$ cat config.mk
export PLATFORM = sky130hd
export DESIGN_NAME = fma_arbiter
export DESIGN_NICKNAME = d
export VERILOG_FILES = /design/src/rtl/fma_arbiter.sv
export SDC_FILE = /design/constraint.sdc
export NUM_CORES = 1
export LEC_CHECK = 0
export BUFFER_PORTS_ARGS = -buffer_cell sky130_fd_sc_hd__buf_2
export CAP_MARGIN = 10
export CORE_AREA = 10 10 213 215
export CTS_BUF_LIST = sky130_fd_sc_hd__clkbuf_4
export DETAILED_ROUTE_END_ITERATION = 6
export DIE_AREA = 0 0 223 225
export GPL_TIMING_DRIVEN = 0
export PLACE_DENSITY = 0.48
export SYNTH_ARGS = -nofsm -noshare
export SYNTH_HDL_FRONTEND = slang
export SYNTH_SLANG_ARGS = --single-unit
$ cat constraint.sdc
create_clock -name clk -period 4.8 [get_ports clk]
set_input_delay 0.96 -clock clk [delete_from_list [all_inputs] [get_ports clk]]
set_output_delay 0.96 -clock clk [all_outputs]
set_load 0.05 [all_outputs]
$ cat src/rtl/fma_arbiter.sv
// Round-robin arbiter feeding one pipelined fixed-point FMA,
// with a latency-matched tag pipe that steers results back.
module fma_arbiter #(
  parameter int NUM_REQ     = 4,
  parameter int FMA_LATENCY = 3
) (
  input  logic                              clk,
  input  logic                              rst_n,
  input  logic [NUM_REQ-1:0]                req_valid,
  output logic [NUM_REQ-1:0]                req_ready,
  input  logic [NUM_REQ*32-1:0]             req_a,
  input  logic [NUM_REQ*32-1:0]             req_b,
  input  logic [NUM_REQ*32-1:0]             req_c,
  input  logic [NUM_REQ*2-1:0]              req_op,
  output logic                              fma_in_valid,
  output logic [31:0]                       fma_a,
  output logic [31:0]                       fma_b,
  output logic [31:0]                       fma_c,
  output logic [1:0]                        fma_op,
  input  logic                              fma_out_valid,
  input  logic [31:0]                       fma_r,
  output logic [NUM_REQ-1:0]                resp_valid,
  output logic [31:0]                       resp_r,
  output logic [$clog2(FMA_LATENCY+2)-1:0]  in_flight,
  output logic                              err
);

  localparam int IW = $clog2(NUM_REQ);
  localparam int CW = $clog2(FMA_LATENCY+2);

  typedef struct packed {
    logic          v;
    logic [IW-1:0] id;
  } tag_t;

  logic [IW-1:0] ptr;
  logic [IW-1:0] gnt_id;
  logic [IW-1:0] iss_id;
  logic [IW:0]   cand;
  logic          hs;
  logic [31:0]   a_sel;
  logic [31:0]   b_sel;
  logic [31:0]   c_sel;
  logic [1:0]    op_sel;
  tag_t          tags [FMA_LATENCY];
  tag_t          tail;

  // first valid at or after ptr, wrapping; depends on ptr and req_valid only
  always_comb begin
    req_ready = '0;
    gnt_id    = '0;
    hs        = 1'b0;
    cand      = '0;
    for (int k = 0; k < NUM_REQ; k++) begin
      cand = {1'b0, ptr} + (IW+1)'(k);
      if (cand >= (IW+1)'(NUM_REQ))
        cand = cand - (IW+1)'(NUM_REQ);
      if (!hs && req_valid[cand[IW-1:0]]) begin
        hs                        = 1'b1;
        req_ready[cand[IW-1:0]]   = 1'b1;
        gnt_id                    = cand[IW-1:0];
      end
    end
  end

  always_comb begin
    a_sel  = '0;
    b_sel  = '0;
    c_sel  = '0;
    op_sel = '0;
    for (int i = 0; i < NUM_REQ; i++) begin
      if (req_ready[i]) begin
        a_sel  = req_a[32*i +: 32];
        b_sel  = req_b[32*i +: 32];
        c_sel  = req_c[32*i +: 32];
        op_sel = req_op[2*i +: 2];
      end
    end
  end

  always_ff @(posedge clk or negedge rst_n) begin
    if (!rst_n) begin
      ptr          <= '0;
      iss_id       <= '0;
      fma_in_valid <= 1'b0;
      fma_a        <= '0;
      fma_b        <= '0;
      fma_c        <= '0;
      fma_op       <= '0;
    end else begin
      fma_in_valid <= hs;
      if (hs) begin
        fma_a  <= a_sel;
        fma_b  <= b_sel;
        fma_c  <= c_sel;
        fma_op <= op_sel;
        iss_id <= gnt_id;
        ptr    <= (gnt_id == IW'(NUM_REQ-1)) ? '0 : gnt_id + 1'b1;
      end
    end
  end

  // tag tail lines up with the FMA output of the same operation
  always_ff @(posedge clk or negedge rst_n) begin
    if (!rst_n) begin
      for (int k = 0; k < FMA_LATENCY; k++)
        tags[k] <= '0;
    end else begin
      tags[0] <= '{v: fma_in_valid, id: iss_id};
      for (int k = 1; k < FMA_LATENCY; k++)
        tags[k] <= tags[k-1];
    end
  end

  assign tail   = tags[FMA_LATENCY-1];
  assign resp_r = fma_r;

  always_comb begin
    resp_valid = '0;
    if (fma_out_valid && tail.v)
      resp_valid[tail.id] = 1'b1;
  end

  always_ff @(posedge clk or negedge rst_n) begin
    if (!rst_n) begin
      in_flight <= '0;
      err       <= 1'b0;
    end else begin
      in_flight <= in_flight + CW'(hs) - CW'(tail.v);
      if (fma_out_valid != tail.v)
        err <= 1'b1;
    end
  end

endmodule

==> flow_summary.yaml, run 1 <==
run_status:
  status: "finished clean"
worst_setup_path:
  regToRegEndpoint: "fma_c[17]"
  crit_fanout: 15
  start_kind: "register"
  crit_path_end_kind: "primary output"
  crit_path_frequent_cell: "buf_2"
  required_ns: 3.84
  r2r.worst_path.cells: 11
  cp_slowest_cell: "dfrtp_2"
  path_class: "reg2out"
  worstPathCellList: "buf_4 -> inv_1 -> ha_2 -> mux4_2 -> or3b_1 -> a21oi_2 -> a221oi_4 -> buf_6 -> buf_2 -> inv_2 -> buf_2"
  arrival_ns: 3.58
  max_stage_delay_ns: 0.44
  reg2reg_slack_ns: 0.40
pwr:
  max-vdd-ir-drop_uv: 391
  p_clk_share_pct: 9.3
  p_int_uw: 4900
  pwr_density_cell_nw_per_um2: 955
  p_comb_share_pct: 74.1
  power.leakage_uw: 0.00604
  swShare_pct: 56.4
  power_switching_uw: 6330
  p_total_uw: 11200
  pwr-share-seq_pct: 16.6
grt:
  use_met1_pct: 20.5
  grt_use_total_pct: 17.7
  grt_pass1_wl_um: 67000
  overflow: 0
  grt-busiest-layer: "met2"
  antenna_found_initial: 3
  grt_pass1_vias: 9960
  gr-usage-met2_pct: 30.8
  met3_usage_pct: 5.50
  grt_max_degree: 61
yosys:
  yosys-top-cells-count: "dfrtp_1, inv_1, o2111ai_1, o21ai_0"
  ys_seq_area_share_pct: 36.9
  yosysWarnings: 0
  syn_inst: 820
  ys_ff_latch: 116
  synth_nets: 1262
  synth_top_area_share_pct: 36.9
  synth.most_common_cell: "dfrtp_1"
  yosys.area.top_type: "dfrtp_1"
  synth_ff_type: "dfrtp_1"
  avgSynthCellArea_um2: 9.60
  syn-cell-area_um2: 7870
  async_flop_share_pct: 100
  synth_edf_count: 0
  synth_area_leaders: "dfrtp_1, o211a_1, o2111ai_1"
  synth_cell_types: 48
detailed_routing:
  drt_pass1_iterations: 5
  wirelength_um: 46700
  drtAntennaViolNets: 0
  drc: 0
  drt_iter0_markers: 537
  routedWlPerCell_um: 24.1
  num_vias: 9269
  via_per_inst: 4.79
timing:
  slew_violations: 0
  worstMarginPinSlew_ns: 1.22
  fmax_mhz: 220
  hold_viol: 0
  setup_viol: 0
  min_period_over_period_pct: 94.7
  max-slew-margin-rel_pct: 18.6
  layout_min_cycle_time_ns: 4.54
  fin_ws_ns: 0.255
  skew_ns: 0.0177
  fin_hold_ws_ns: 0.272
  grt_setup_unrepaired: "no"
finish:
  design_area_um2: 11800
  final_layout_size_suffix_gt1_share_pct: 47.1
  fillers: 4547
  nets: 1825
  syn_to_final_growth_pct: 49.3
  register_area_um2: 2910
  multi_input_area_um2: 3930
die:
  fp.coreArea_um2: 41400
  fp.dieW_um: 223
  initial_core_util_pct: 19.0
  io_pins: 574
  die_area_um2: 50200
  die_height_um: 225
  rows: 75
cts:
  cts.sinks: 116
  cts-root-buf: "clkbuf_4"
  path_clk_slew_ns: 0.12
  numCtsBuffers: 17
  clock_latency_ns: 0.67
  cts_hold_buf: 0
  clockBufferDepth: 2
  htree_levels: 4
  cts_tree: "done"
placement:
  dp_slack_ns: -0.361
  place_area_um2: 11300
  port_buffers: 539
  gp_congestion: 0.926
  dp_hpwl_um: 37100
run:
  cap_violations: 0
min_path:
  hp-class: "in2async"
==> metrics by stage <==
step	util (%)	std cells	setup TNS [ns]
5_1_grt	28.4	1936	0
3_3_place_gp	27.2	1898	-2.11
2_1_floorplan	-	820	0
4_1_cts	28.4	1936	0
3_5_place_dp	27.3	1901	-0.457
6_report	28.4	1937	0
==> power by group through the flow <==
stage / clock network [µW] / logic [µW] / registers, µW
after global routing: 1110 / 8930 / 1920
after detailed placement: 0 / 8340 / 1890
final: 1040 / 8320 / 1870
after CTS: 1080 / 8420 / 1870
after floorplan: 0 / 4170 / 3400
after global placement: 0 / 8230 / 1880
==> area by class of cell <==
type | count | share of cell area [%]
Buffer | 116 | 5.31
Sequential cell | 116 | 24.7
Timing Repair Buffer | 547 | 23.8
Clock inverter | 15 | 2.21
Clock buffer | 17 | 1.09
Antenna cell | 2 | 0.0426
Inverter | 115 | 3.67
Tap cell | 539 | 5.74
Multi-Input combinational cell | 470 | 33.4
==> worst max-delay path, delay by kind of cell (launching register included) <==
family	cells	cell delay, ns
buffers and inverters	6	1.05
DFF	1	0.44
and+or+nand+nor	1	0.40
muxes	1	0.39
adders and majority gates	1	0.37
AOI/OAI and AO/OA	2	0.26
==> timing repair <==
item / 4_1_cts / 5_1_grt
setup endpoints to repair: 4 / 1
pin swaps: 1 / 0
setup buffers: 5 / 0
resized for setup: 6 / 1
==> metal layers <==
layer  wire length (µm)  part of all wire [%]  vias to the layer above
li1                   -                     -                     4267
met1              18600                    40                     4545
met2              23600                    51                      411
met3               3560                   7.6                       42
met4                838                   1.8                        4
met5                 32                 0.069                        -
==> cell families (layout without fill, tap and decap cells) <==
kind of cell               count (synthesis)  in the layout  synth area share (%)
AOI/OAI and AO/OA                        417            417                  43.3
buffers and inverters                    234            810                  13.6
DFF                                      116            116                  36.9
and+or+nand+nor                           32             32                  2.56
adders and majority gates                 11             11                  1.84
muxes                                      6              6                  1.41
xor gates and xnor gates                   4              4                 0.445
other                                      0              2                     0
==> registers in the layout, indices dropped and copies added (netlist names), named ones only <==
name,flops
ptr,1
iss_id,2
fma_in_valid,1
in_flight,3
fma_a,32
err,1
fma_b,32
tags,9
fma_op,2
fma_c,32
==> worst max-delay path by stage <==
stage	slack (ns)	start	endpoint	depth (start not counted)
3_5_place_dp	-0.36	register	req_ready[3]	12
4_1_cts	0.04	register	req_ready[3]	11
2_1_floorplan	0.77	register	req_ready[3]	11
5_1_grt	0.005	register	req_ready[2]	11
6_report	0.26	register	req_ready[2]	11
3_3_place_gp	-0.66	register	req_ready[2]	12
==> placed cells by master, fill, tap and decap left out, types with 3 or more instances in the layout <==
| cell | n |
|---|---|
| o211a_1 | 98 |
| o2111ai_1 | 99 |
| mux4_2 | 4 |
| buf_6 | 7 |
| clkbuf_1 | 59 |
| o22ai_1 | 4 |
| buf_4 | 40 |
| buf_2 | 553 |
| inv_1 | 114 |
| nand2_1 | 9 |
| nor2_1 | 3 |
| xnor2_1 | 3 |
| o21ai_0 | 99 |
| bufinv_16 | 7 |
| dfrtp_1 | 114 |
| o22a_1 | 98 |
| nor3b_1 | 4 |
| a21oi_2 | 3 |
| clkbuf_4 | 18 |
| ha_1 | 9 |
Power figures use the tool's default switching activity.
==> run 2, diff against run 1 <==
--- a/config.mk
+++ b/config.mk
@@ -7,10 +7,10 @@
 export LEC_CHECK = 0
 export BUFFER_PORTS_ARGS = -buffer_cell sky130_fd_sc_hd__buf_2
 export CAP_MARGIN = 10
-export CORE_AREA = 10 10 213 215
+export CORE_AREA = 10 10 217 219
 export CTS_BUF_LIST = sky130_fd_sc_hd__clkbuf_4
 export DETAILED_ROUTE_END_ITERATION = 6
-export DIE_AREA = 0 0 223 225
+export DIE_AREA = 0 0 227 229
 export GPL_TIMING_DRIVEN = 0
 export PLACE_DENSITY = 0.48
 export SYNTH_ARGS = -nofsm -noshare
==> constraint.sdc (replaced) <==
create_clock -name clk -period 4.05 [get_ports clk]
set_input_delay 0.81 -clock clk [delete_from_list [all_inputs] [get_ports clk]]
set_output_delay 0.81 -clock clk [all_outputs]
set_load 0.05 [all_outputs]
==> run 2 against run 1 <==
  * Combinational power increased by 25%
  * Sequential power increased by 17%
  * Critical endpoint unchanged
  * Die area increased by 3.6%
  * Clock skew decreased by 0.0051 ns
  * The flow now finishes with violations (negative setup slack)
  * First-iteration DRC count decreased by 20%
  * Critical path depth increased by 1
  * Register-to-register slack got worse by 0.24 ns
  * Sequential share of layout area decreased by 0.38 points
  * Clock power decreased by 6%
  * Hold slack improved by 0.057 ns
  * Via count increased by 2.0%
  * Utilization decreased by 0.44 points
==> flow_summary.yaml, run 2 (synthesis gave the netlist of run 1 again) <==
min_path:
  whs_path_depth: 2
  whs_endpoint: "fma_c[6]"
  hp-class: "in2reg"
  hp-start: "req_c[70]"
pwr:
  max-vdd-ir-drop_uv: 493
  pwr_density_cell_nw_per_um2: 1130
  power.leakage_uw: 0.00611
detailed_routing:
  drt_iter0_markers: 429
  num_vias: 9456
  routedWlPerCell_um: 24.4
  wirelength_um: 48100
  drc: 0
  drt_pass1_iterations: 4
  drtAntennaViolNets: 0
  via_per_inst: 4.81
run_status:
  violations: "negative setup slack"
  status: "finished with violations"
timing:
  layout_min_cycle_time_ns: 4.07
  fin_ws_ns: -0.0154
  max-slew-margin-rel_pct: 15.9
  hold_viol: 0
  fmax_mhz: 246
  grt_setup_unrepaired: "yes"
  skew_ns: 0.0126
  setup_viol: 1
  slew_violations: 0
  min_period_over_period_pct: 100
  worstMarginPinSlew_ns: 1.26
placement:
  dp_hpwl_um: 38000
  place_area_um2: 11300
  dp_cells: 1909
  port_buffers: 539
  gp_congestion: 0.910
  dp_slack_ns: -1.08
worst_setup_path:
  required_ns: 3.24
  r2r.worst_path.cells: 12
  start_kind: "register"
  regToRegEndpoint: "fma_c[17]"
  path_class: "reg2out"
  crit_fanout: 10
  reg2reg_slack_ns: 0.16
  crit_path_end_kind: "primary output"
  arrival_ns: 3.26
die:
  die_area_um2: 52000
  rows: 76
  die_height_um: 229
  initial_core_util_pct: 18.4
  fp.coreArea_um2: 42700
  fp.dieW_um: 227
  io_pins: 574
finish:
  design_area_um2: 11900
  layout_common_cells: "buf_2, dfrtp_1, inv_1"
  nets: 1844
  finish.utilization_pct: 28.0
  largestRegisters: "fma_a x32, fma_b x32, fma_c x32"
  instances_no_fill: 1966
  syn_to_final_growth_pct: 51.7
  final_layout_size_suffix_gt1_share_pct: 48.1
  layout_commonest_cell: "buf_2"
cts:
  path_clk_slew_ns: 0.13
  cts_tree: "done"
  clock_latency_ns: 0.71
  clockBufferDepth: 2
  cts.sinks: 116
  numCtsBuffers: 17
  cts-root-buf: "clkbuf_4"
  htree_levels: 4
grt:
  overflow: 0
  grt_pass1_vias: 10100
  grt_max_degree: 62
  grt_pass1_wl_um: 68300
  antenna_found_initial: 6
  grt_use_total_pct: 17.8
run:
  cap_violations: 0
## run 2: changes by cell type in the layout (fill, tap and decap cells not counted), moves of 2 or more
cell        change
buf_12          +3
buf_2           -4
buf_4          +15
buf_8           +5
bufinv_16       -4
clkbuf_1        -2
clkbuf_2        +2
clkinvlp_4      +2
diode_2         +4
## run 2: report_power, final
part	internal [µW]	switching [µW]	total (µW)
clock network	427	546	973
logic	3610	6780	10400
registers	1860	328	2190
## run 2: area by class of cell
cell class | count | area, µm²
Timing Repair Buffer | 566 | 2990
Fill cell | 4678 | 30800
Antenna cell | 6 | 15.0
Inverter | 115 | 440
Buffer | 116 | 664
Clock buffer | 19 | 143
Clock inverter | 12 | 139
Sequential cell | 116 | 2910
Tap cell | 546 | 683
Multi-Input combinational cell | 470 | 3960
## run 2: worst max-delay path: stages, from the launching register on
cell and delay [ns]:
dfrtp_2 0.41, buf_8 0.10, clkinvlp_4 0.10, ha_4 0.31, mux4_2 0.37, or3b_1 0.39
a21oi_2 0.21, a221oi_4 0.06, buf_12 0.14, buf_12 0.14, buf_12 0.14, clkinv_4 0.04
buf_8 0.13
## run 2: metal layers
layer / global-route usage, % / share of wire (%)
met3: 6.65 / 8.8
met1: 20.3 / 40
met5: 0 / 0.062
met2: 30.4 / 49
met4: 5.06 / 2.0
## run 2: worst max path at each step
stage	startpoint	end	slack, ns
floorplan	register	req_ready[3]	0.17
global placement	register	req_ready[2]	-1.29
detailed placement	register	req_ready[3]	-1.08
CTS	register	req_ready[2]	-0.09
global route	register	req_ready[2]	-0.14
finish	register	req_ready[2]	-0.02
## run 2: through the flow
step	hold slack (ns)	power, µW	setup TNS [ns]
after floorplan	0.331	8970	0
after global placement	0.332	12000	-62.84
after detailed placement	0.337	12200	-28.32
after CTS	0.236	13600	-0.170
after global routing	0.233	14500	-0.205
final	0.329	13500	-0.0154
## run 2: timing repair
item	CTS	global route
resized for setup	34	7
hold buffers	1	0
hold endpoints to repair	2	0
pin swaps	5	7
setup endpoints to repair	102	7
buffers inserted	15	8
==> run 3, diff against run 2 <==
--- a/config.mk
+++ b/config.mk
@@ -12,7 +12,8 @@
 export DETAILED_ROUTE_END_ITERATION = 6
 export DIE_AREA = 0 0 227 229
 export GPL_TIMING_DRIVEN = 0
-export PLACE_DENSITY = 0.48
+export PLACE_DENSITY_LB_ADDON = 0.08
+export REMOVE_ABC_BUFFERS = 1
 export SYNTH_ARGS = -nofsm -noshare
 export SYNTH_HDL_FRONTEND = slang
 export SYNTH_SLANG_ARGS = --single-unit
==> run 3 against run 2 <==
  * The run now ends clean
  * Routed wire length down 5.7%
  * Power down 0.16%
  * Via count down 7.9%
  * Worst setup slack better by 0.23 ns
  * Sequential power about the same
  * Utilization down 0.73 points
  * Critical path depth down 2
  * Final cell count down 6.6%
  * Sequential share of layout area up 0.67 points
  * Register-to-register slack better by 0.12 ns
  * Clock-buffer cell count down 1
  * Hold slack worse by 0.15 ns
  * Highest routed layer unchanged
==> flow_summary.yaml, run 3 (synthesis gave the netlist of run 1 again) <==
finish:
  largestRegisters: "fma_a x32, fma_b x32, fma_c x32"
  layout_common_cells: "buf_2, dfrtp_1, inv_1"
  multi_input_area_um2: 4020
  finish.utilization_pct: 27.2
  register_area_um2: 2910
  fillers: 4669
  final_layout_size_suffix_gt1_share_pct: 47.9
  nets: 1715
  layout_commonest_cell: "buf_2"
  instances_no_fill: 1836
  syn_to_final_growth_pct: 47.7
timing:
  slew_violations: 0
  grt_setup_unrepaired: "no"
  min_period_over_period_pct: 94.8
  hold_viol: 0
  fmax_mhz: 261
  max-slew-margin-rel_pct: 38.0
  worstMarginPinSlew_ns: 0.930
  skew_ns: 0.0222
  layout_min_cycle_time_ns: 3.84
  fin_hold_ws_ns: 0.176
  setup_viol: 0
pwr:
  p_total_uw: 13500
  power.leakage_uw: 0.00589
  max-vdd-ir-drop_uv: 517
  pwr_density_cell_nw_per_um2: 1160
worst_setup_path:
  max_stage_delay_ns: 0.41
  cp_slowest_cell: "dfrtp_2"
  crit_path_end_kind: "primary output"
  required_ns: 3.24
  path_class: "reg2out"
  arrival_ns: 3.03
  start_kind: "register"
  worstPathCellList: "clkinvlp_4 -> ha_4 -> mux4_2 -> or3b_4 -> a21oi_4 -> a221oi_4 -> clkbuf_16 -> buf_16 -> inv_2 -> buf_4"
  crit_fanout: 16
run_status:
  status: "finished clean"
cts:
  htree_levels: 4
  cts-root-buf: "clkbuf_4"
  clockBufferDepth: 2
  path_clk_slew_ns: 0.11
  clock_latency_ns: 0.58
  numCtsBuffers: 17
  cts_tree: "done"
  cts.sinks: 116
detailed_routing:
  num_vias: 8713
  drc: 0
  drt_pass1_iterations: 6
  drt_iter0_markers: 430
  met1_length_um: 18000
  wirelength_um: 45300
  routedWlPerCell_um: 24.7
  wl_met2_um: 22100
  top_layer: "met5"
  routed-wl-met3_um: 4580
  drtAntennaViolNets: 0
  via_per_inst: 4.75
placement:
  port_buffers: 509
  dp_hpwl_um: 34100
  dp_cells: 1783
  gp_congestion: 0.783
die:
  rows: 76
  initial_core_util_pct: 18.4
  fp.coreArea_um2: 42700
  io_pins: 574
  fp.dieW_um: 227
  die_area_um2: 52000
  die_height_um: 229
run:
  cap_violations: 0
grt:
  grt_pass1_wl_um: 65100
  overflow: 0
  antenna_found_initial: 8
  grt_use_total_pct: 16.7
  grt_max_degree: 69
  grt_pass1_vias: 9316
min_path:
  hp-class: "in2async"
[run 3: cell count changes in the layout (fill, tap and decap cells not counted), sizes merged]
cell         delta
clkinvlp        -2
clkbuf         -58
bufinv          +1
dlygate4sd3     -1
clkinv          +3
diode           -2
buf            -72
a21oi           +1
[run 3: final timing paths]
| path | startpoint | end | slack (ns) | cells past startpoint |
|---|---|---|---|---|
| worst max-delay path | ptr[1] | req_ready[2] | 0.21 | 10 |
| worst min-delay path | rst_n | fma_b[5] | 0.18 | 1 |
| max in group asynchronous | rst_n | fma_b[9] | 3.07 | 2 |
| worst min register to register | tags[8] | tags[5] | 0.36 | 0 |
| min in group clk | tags[8] | tags[5] | 0.36 | 0 |
| worst max register to register | ptr[1] | fma_a[24] | 0.28 | 14 |
[run 3: through the flow]
step | worst slack [ns] | cell area [µm²] | setup TNS [ns]
2_1_floorplan | -2.26 | 7230 | -217.00
3_5_place_dp | -0.524 | 11100 | -29.81
5_1_grt | 0.0163 | 11600 | 0
6_report | 0.212 | 11600 | 0
4_1_cts | 0.0260 | 11500 | 0
3_3_place_gp | -7.25 | 10500 | -735.19
[run 3: routing by layer]
layer  up-vias  GRT usage [%]
met5         -              0
met3        28           7.18
met2       378           28.1
li1       4034              -
met4         8           3.44
met1      4265           19.3
[run 3: power by group]
part	leakage (µW)	total, µW	internal, µW	switching [µW]
combinational	0.00437	10400	3880	6490
sequential	0.00134	2160	1860	299
clock	0.000171	1000	483	518
[run 3: layout make-up]
cell class              instances  area share, %
multi-input cells             471           34.5
repair buffers                552           28.1
flip-flops and latches        116           25.0
well taps                     546           5.88
inverters                     115           3.78
clock inverters                14           1.43
clock buffers                  18           1.16
diodes                          4         0.0861
[run 3: worst max-delay path, delay by kind of cell (launching register included)]
kind | cells | cell delay [ns]
buffers and inverters | 5 | 0.71
flip-flops | 1 | 0.41
AND/OR/NAND/NOR | 1 | 0.41
multiplexers | 1 | 0.38
adder cells (fa/ha/maj) | 1 | 0.33
AO/OA/AOI/OAI | 2 | 0.21
[run 3: what timing repair did]
item / CTS / global route
pin swaps: 5 / 3
setup endpoints to repair: 84 / 4
cloned: 1 / 0
hold buffers: 0 / 0
hold endpoints to repair: 0 / 0
setup buffers: 10 / 6
resized for setup: 10 / 9
